`config.mk`:
```
export PLATFORM = sky130hd
export DESIGN_NAME = uart_msg_sequencer
export DESIGN_NICKNAME = d
export VERILOG_FILES = /design/src/rtl/uart_msg_sequencer.sv
export SDC_FILE = /design/constraint.sdc
export NUM_CORES = 1
export LEC_CHECK = 0
export ABC_AREA = 1
export CORE_UTILIZATION = 25
export DETAILED_ROUTE_END_ITERATION = 8
export DONT_BUFFER_PORTS = 1
export PLACE_DENSITY = 0.47
export SYNTH_ARGS = -nofsm -noshare
export SYNTH_HDL_FRONTEND = slang
export SYNTH_SLANG_ARGS = --single-unit
```
`constraint.sdc`:
```
create_clock -name i_clk -period 1.51 [get_ports i_clk]
set_input_delay 0.302 -clock i_clk [delete_from_list [all_inputs] [get_ports i_clk]]
set_output_delay 0.302 -clock i_clk [all_outputs]
set_load 0.02 [all_outputs]
```
`src/rtl/uart_msg_sequencer.sv`:
```
// ---------------------------------------------------------------------------
// uart_msg_sequencer
//
// Schedules a fixed message from an internal 16-entry ROM into the byte-level
// UART transmitter. It offers one byte per cycle over a valid/ready handshake.
// After each full message it waits a fixed idle gap. It then repeats for as
// long as enable stays high.
//
// Parameters:
//   CLOCK_RATE  clk frequency in Hz; sets the default gap length
//   GAP_CYCLES  idle cycles between messages (>= 1)
//   MSG_LEN     number of ROM bytes per message (1..16)
//
// Ports:
//   i_clk        system clock, rising edge
//   i_reset      synchronous active-high reset
//   i_enable     level; 1 = start or continue message repetition
//   i_tx_ready   UART can accept a byte this cycle
//   o_tx_data    byte offered to the UART
//   o_tx_valid   o_tx_data is valid
//   o_busy       high while sending or in the inter-message gap
//   o_msg_count  completed-message counter (wraps)
// ---------------------------------------------------------------------------
module uart_msg_sequencer #(
    parameter int CLOCK_RATE = 1000,
    parameter int GAP_CYCLES = CLOCK_RATE,
    parameter int MSG_LEN    = 8
) (
    input  logic       i_clk,
    input  logic       i_reset,
    input  logic       i_enable,
    input  logic       i_tx_ready,
    output logic [7:0] o_tx_data,
    output logic       o_tx_valid,
    output logic       o_busy,
    output logic [7:0] o_msg_count
);

    // Counter only needs to hold GAP_CYCLES-1; keep at least one bit.
    localparam int         GAP_W    = (GAP_CYCLES > 1) ? $clog2(GAP_CYCLES) : 1;
    localparam logic [GAP_W-1:0] GAP_LOAD = GAP_W'(GAP_CYCLES - 1);
    localparam logic [3:0] LAST_IDX = 4'(MSG_LEN - 1);

    typedef enum logic [1:0] {
        IDLE = 2'd0,
        SEND = 2'd1,
        GAP  = 2'd2
    } state_t;

    state_t           r_state;
    logic [3:0]       r_index;
    logic [GAP_W-1:0] r_gap;
    logic [7:0]       r_tx_data;
    logic [7:0]       r_msg_count;

    state_t           w_state_next;
    logic [3:0]       w_index_next;
    logic [GAP_W-1:0] w_gap_next;
    logic [7:0]       w_tx_data_next;
    logic [7:0]       w_msg_count_next;
    logic             w_transfer;

    // Message ROM: "HELLO!\r\n" followed by zero padding.
    function automatic logic [7:0] romByte(input logic [3:0] idx);
        logic [7:0] value;
        case (idx)
            4'd0:    value = 8'h48;
            4'd1:    value = 8'h45;
            4'd2:    value = 8'h4C;
            4'd3:    value = 8'h4C;
            4'd4:    value = 8'h4F;
            4'd5:    value = 8'h21;
            4'd6:    value = 8'h0D;
            4'd7:    value = 8'h0A;
            default: value = 8'h00;
        endcase
        return value;
    endfunction

    assign w_transfer = (r_state == SEND) && i_tx_ready;

    // The data register is loaded one cycle ahead. The byte shown in SEND
    // therefore always matches r_index. It stays stable while the UART stalls.
    always_comb begin
        w_state_next     = r_state;
        w_index_next     = r_index;
        w_gap_next       = r_gap;
        w_tx_data_next   = r_tx_data;
        w_msg_count_next = r_msg_count;

        case (r_state)
            IDLE: begin
                if (i_enable) begin
                    w_state_next   = SEND;
                    w_index_next   = 4'd0;
                    w_tx_data_next = romByte(4'd0);
                end
            end
            SEND: begin
                if (w_transfer) begin
                    if (r_index == LAST_IDX) begin
                        w_state_next     = GAP;
                        w_index_next     = 4'd0;
                        w_gap_next       = GAP_LOAD;
                        w_msg_count_next = r_msg_count + 8'd1;
                    end else begin
                        w_index_next   = r_index + 4'd1;
                        w_tx_data_next = romByte(r_index + 4'd1);
                    end
                end
            end
            GAP: begin
                // enable is looked at only in the last gap cycle.
                if (r_gap == '0) begin
                    if (i_enable) begin
                        w_state_next   = SEND;
                        w_index_next   = 4'd0;
                        w_tx_data_next = romByte(4'd0);
                    end else begin
                        w_state_next = IDLE;
                    end
                end else begin
                    w_gap_next = r_gap - GAP_W'(1);
                end
            end
            default: begin
                w_state_next = IDLE;
                w_index_next = 4'd0;
            end
        endcase
    end

    // State register; reset aborts any message in flight.
    always_ff @(posedge i_clk) begin
        if (i_reset) begin
            r_state     <= IDLE;
            r_index     <= 4'd0;
            r_gap       <= '0;
            r_tx_data   <= 8'h00;
            r_msg_count <= 8'h00;
        end else begin
            r_state     <= w_state_next;
            r_index     <= w_index_next;
            r_gap       <= w_gap_next;
            r_tx_data   <= w_tx_data_next;
            r_msg_count <= w_msg_count_next;
        end
    end

    assign o_tx_data   = r_tx_data;
    assign o_tx_valid  = (r_state == SEND);
    assign o_busy      = (r_state != IDLE);
    assign o_msg_count = r_msg_count;

endmodule

```
==> results_tabular.tex <==
\begin{tabular}{lr}
\hline
Metric & Value \\
\hline
\multicolumn{2}{l}{\textbf{Critical path}} \\
Arrival @ worst endpoint & between 1500 and 2000 ps \\
Capture instance of the worst register-to-register path & r\_state[0] \\
Cell chain of the critical path & inv\_1, ha\_2, nand2\_2, nor2\_4, nand2\_4, nand2\_8, clkbuf\_16, o211ai\_1, a21oi\_1 \\
Slack of the worst reg-to-reg path & between 90 and 100 ps \\
Number of cells on the worst reg-to-reg path & 9 \\
Crit start category & register \\
Data required time at the worst endpoint & 1720 ps \\
Launching instance or port of the critical path & r\_gap[0] \\
Biggest fanout along the worst timing path & 7 \\
Path type of the worst setup path & reg2reg \\
Reg-to-Reg Start & r\_gap[0] \\
CP endpoint kind & register \\
Delay contributed by the slowest stage of the critical path & 310 ps \\
Cell with the largest stage delay on the worst path & sky130\_fd\_sc\_hd\_\_dfxtp\_1 \\
\multicolumn{2}{l}{\textbf{Place}} \\
Placed wire-length estimate after detailed placement & between 2000 and 3000 um \\
Routability-driven placement congestion ratio & between 0.7 and 0.8 \\
IO Port Bufs & 0 \\
\multicolumn{2}{l}{\textbf{Min path}} \\
Hold crit path type & in2reg \\
Instance count along the most critical hold path & 1 \\
Hold Path End & r\_gap[0] \\
Critical hold path startpoint & i\_reset \\
\multicolumn{2}{l}{\textbf{STA}} \\
Tightest hold margin & roughly 78 ps \\
RSZ-0062 raised after global routing & true \\
Final Hold Violating Endpoints & 0 \\
Post-layout min period & 1413 ps \\
Number of setup violations in the final report & 0 \\
Layout Skew & roughly 6.4 ps \\
Pins Over Slew Limit & 0 \\
Max Freq & 0.7079 GHz \\
Period Utilization, post-route & 0.9355 \\
\multicolumn{2}{l}{\textbf{Detailed routing}} \\
Remaining DRCs & 0 \\
Residual antenna-violating net count after detailed routing & 0 \\
Total met2 wirelength after detailed routing & $\sim$1800 um \\
Via/cell ratio & 4.554 \\
Number of iterations in the first detailed-routing pass & 4 \\
Violation count after the first detailed-routing iteration & between 60 and 70 \\
Routed met3 length & roughly 240 um \\
Wire length on met1 & 2073 um \\
Total number of vias & 1,635 \\
Routed wire length & 4181 um \\
Top Metal Used & met4 \\
Wire length per cell after detailed routing & 11.65 um \\
\multicolumn{2}{l}{\textbf{Clock tree}} \\
Clock insertion delay at the later pin of the skew report & 280 ps \\
Cts bufs inserted & 5 \\
Clk slew on worst S/H paths & 60 ps \\
CTS HTree Levels & 2 \\
Root Buffer & sky130\_fd\_sc\_hd\_\_clkbuf\_8 \\
CTS max path bufs & 2 \\
Count of hold-fix buffers inserted at cts & 0 \\
TritonCTS clock tree & done \\
\# clock sinks & 30 \\
\multicolumn{2}{l}{\textbf{Cells and area}} \\
Post-Route Utilization & 0.3262 \\
Ratio of cells with drive above 1 in the final layout & 0.2092 \\
Most common library cell in the layout ignoring fill and taps & sky130\_fd\_sc\_hd\_\_nand2\_1 \\
Number of inserted diodes & 0 \\
Commonest cells after routing, fill and taps aside & sky130\_fd\_sc\_hd\_\_nand2\_1, sky130\_fd\_sc\_hd\_\_nor2\_1, sky130\_fd\_sc\_hd\_\_dfxtp\_1 \\
Area growth syn-to-layout & 23.14\% \\
Final layout net count & roughly 290 \\
\multicolumn{2}{l}{\textbf{Status}} \\
Outcome & finished, final reports clean \\
\multicolumn{2}{l}{\textbf{Floorplanning}} \\
Die Y & around 85 um \\
Top-level I/O count & 22 \\
Horiz. Die Dim & $\sim$85 um \\
Die Area & 7258 um2 \\
Number of core rows & 29 \\
Area inside the core boundary & 6531 um2 \\
Initial core utilization & 0.2649 \\
\multicolumn{2}{l}{\textbf{Pwr}} \\
Peak supply drop & slightly below 0.4 mV \\
Sum of internal, switching and leakage power & 0.001804 W \\
PD cells & 846.6 nW/um2 \\
Leak Pwr & between 0.9 and 1 nW \\
\multicolumn{2}{l}{\textbf{Logic synthesis}} \\
Synthesized flop and latch total & 30 \\
Top FF cell, synth & sky130\_fd\_sc\_hd\_\_dfxtp\_1 \\
Part of the Yosys area used for sequential elements & 0.3471 \\
Synthesized cell area & 1730 um2 \\
Cell count after synthesis & $\sim$260 \\
Synthesized area divided by synthesized cell count & roughly 6.7 um2 \\
Total number of yosys warnings & 0 \\
Share of flip-flops with an asynchronous set or reset & 0 \\
Number of flops mapped to enable cells by yosys & 0 \\
Number of distinct library cells after synthesis & 28 \\
\multicolumn{2}{l}{\textbf{Global route}} \\
Via count of the first global-routing pass & 1,432 \\
Antenna violations before repair & 0 \\
Wire length of the first global-routing pass & 6748 um \\
Overall fraction of global-route tracks in use & 0.1201 \\
Largest net degree at the start of global routing & 18 \\
Total congestion overflow & 0 \\
\multicolumn{2}{l}{\textbf{Run}} \\
Maxcap violations & 0 \\
\hline
\end{tabular}
-- critical path: cells and delay by family, from the launching register on --
kind | cells | cell delay [ps]
flops | 1 | 310
simple gates | 4 | 420
buf+inv | 2 | 220
compound gates | 2 | 200
fa+ha+maj | 1 | 190
-- cell families (layout without fill, tap and decap cells) --
family | count (synthesis) | after routing | share of synthesized area
and+or+nand+nor | 139 | 139 | 0.3717
buffers and inverters | 40 | 63 | 0.1027
AOI/OAI and AO/OA | 39 | 39 | 0.1179
DFF | 30 | 30 | 0.3471
adders and majority gates | 6 | 6 | 0.04338
xor gates and xnor gates | 3 | 3 | 0.01519
other | 1 | 2 | 0.002167
-- per-stage QoR --
stage               TNS (ps)  setup WS (ps)  std cells  cell area (um2)
finish                     0          97.45        359             2131
global route          -17.98         -17.33        359             2131
CTS                        0          24.77        357             2029
detailed placement         0          29.38        349             1938
global placement           0          61.58        349             1938
floorplan                  0          6.352        259             1734
-- state kept, by name, summed over array words and instances (netlist names) --
signal       count
r_gap           10
o_msg_count      8
o_tx_data        6
r_index          4
r_state          2
-- where the power goes --
part	leakage (nW)	internal, W	switching, W	total, W
sequential	0.243	0.000826	0.0000537	0.000879
combinational	0.627	0.0000846	0.000158	0.000243
clock	0.0482	0.000367	0.000314	0.000681
-- repair_timing --
item | in CTS | in global routing
resized for setup | 0 | 22
buffers inserted | 0 | 1
endpoints found under the setup margin | 0 | 23
-- per-layer routing --
layer	vias to the layer above	global-route usage
met5	-	0
met4	0	0.05393
met3	7	0.03891
met2	33	0.1760
met1	720	0.1602
li1	875	-
-- cells in the mapped netlist, types with 2 or more instances --
master                     number  area, um2
sky130_fd_sc_hd__nand2_1       55      206.5
sky130_fd_sc_hd__nor2_1        37      138.9
sky130_fd_sc_hd__dfxtp_1       30      600.6
sky130_fd_sc_hd__inv_1         27      101.4
sky130_fd_sc_hd__nand3_1       22      110.1
sky130_fd_sc_hd__a21oi_1       21      105.1
sky130_fd_sc_hd__o21ai_0       15      75.07
sky130_fd_sc_hd__nand4_1       10      62.56
sky130_fd_sc_hd__ha_1           6      75.07
sky130_fd_sc_hd__clkbuf_1       4      15.01
sky130_fd_sc_hd__nand2_2        4      25.02
sky130_fd_sc_hd__buf_4          3      22.52
sky130_fd_sc_hd__inv_2          3      11.26
sky130_fd_sc_hd__or2_2          3      18.77
sky130_fd_sc_hd__buf_6          2      22.52
sky130_fd_sc_hd__nand2_4        2      22.52
sky130_fd_sc_hd__nand3_2        2      20.02
sky130_fd_sc_hd__xor2_1         2      17.52
-- worst max-delay path by stage --
stage	end	slack, ps	cells after the start
global placement	o_tx_data[1]	60	11
floorplan	r_gap[3]	6	9
detailed placement	o_tx_data[1]	30	11
finish	r_state[0]	100	9
global route	o_msg_count[5]	-20	7
CTS	o_tx_data[1]	20	11
-- layout make-up --
cell class	count	area [um2]
multi-input combinational	189	1013
fill	729	4400
timing repair buffer	25	212.7
clock inverter	1	5.005
tap	77	96.34
sequential	30	601.8
clock buffer	7	86.33
inverter	30	115.1
No activity file was read; power rests on OpenSTA's default activity.
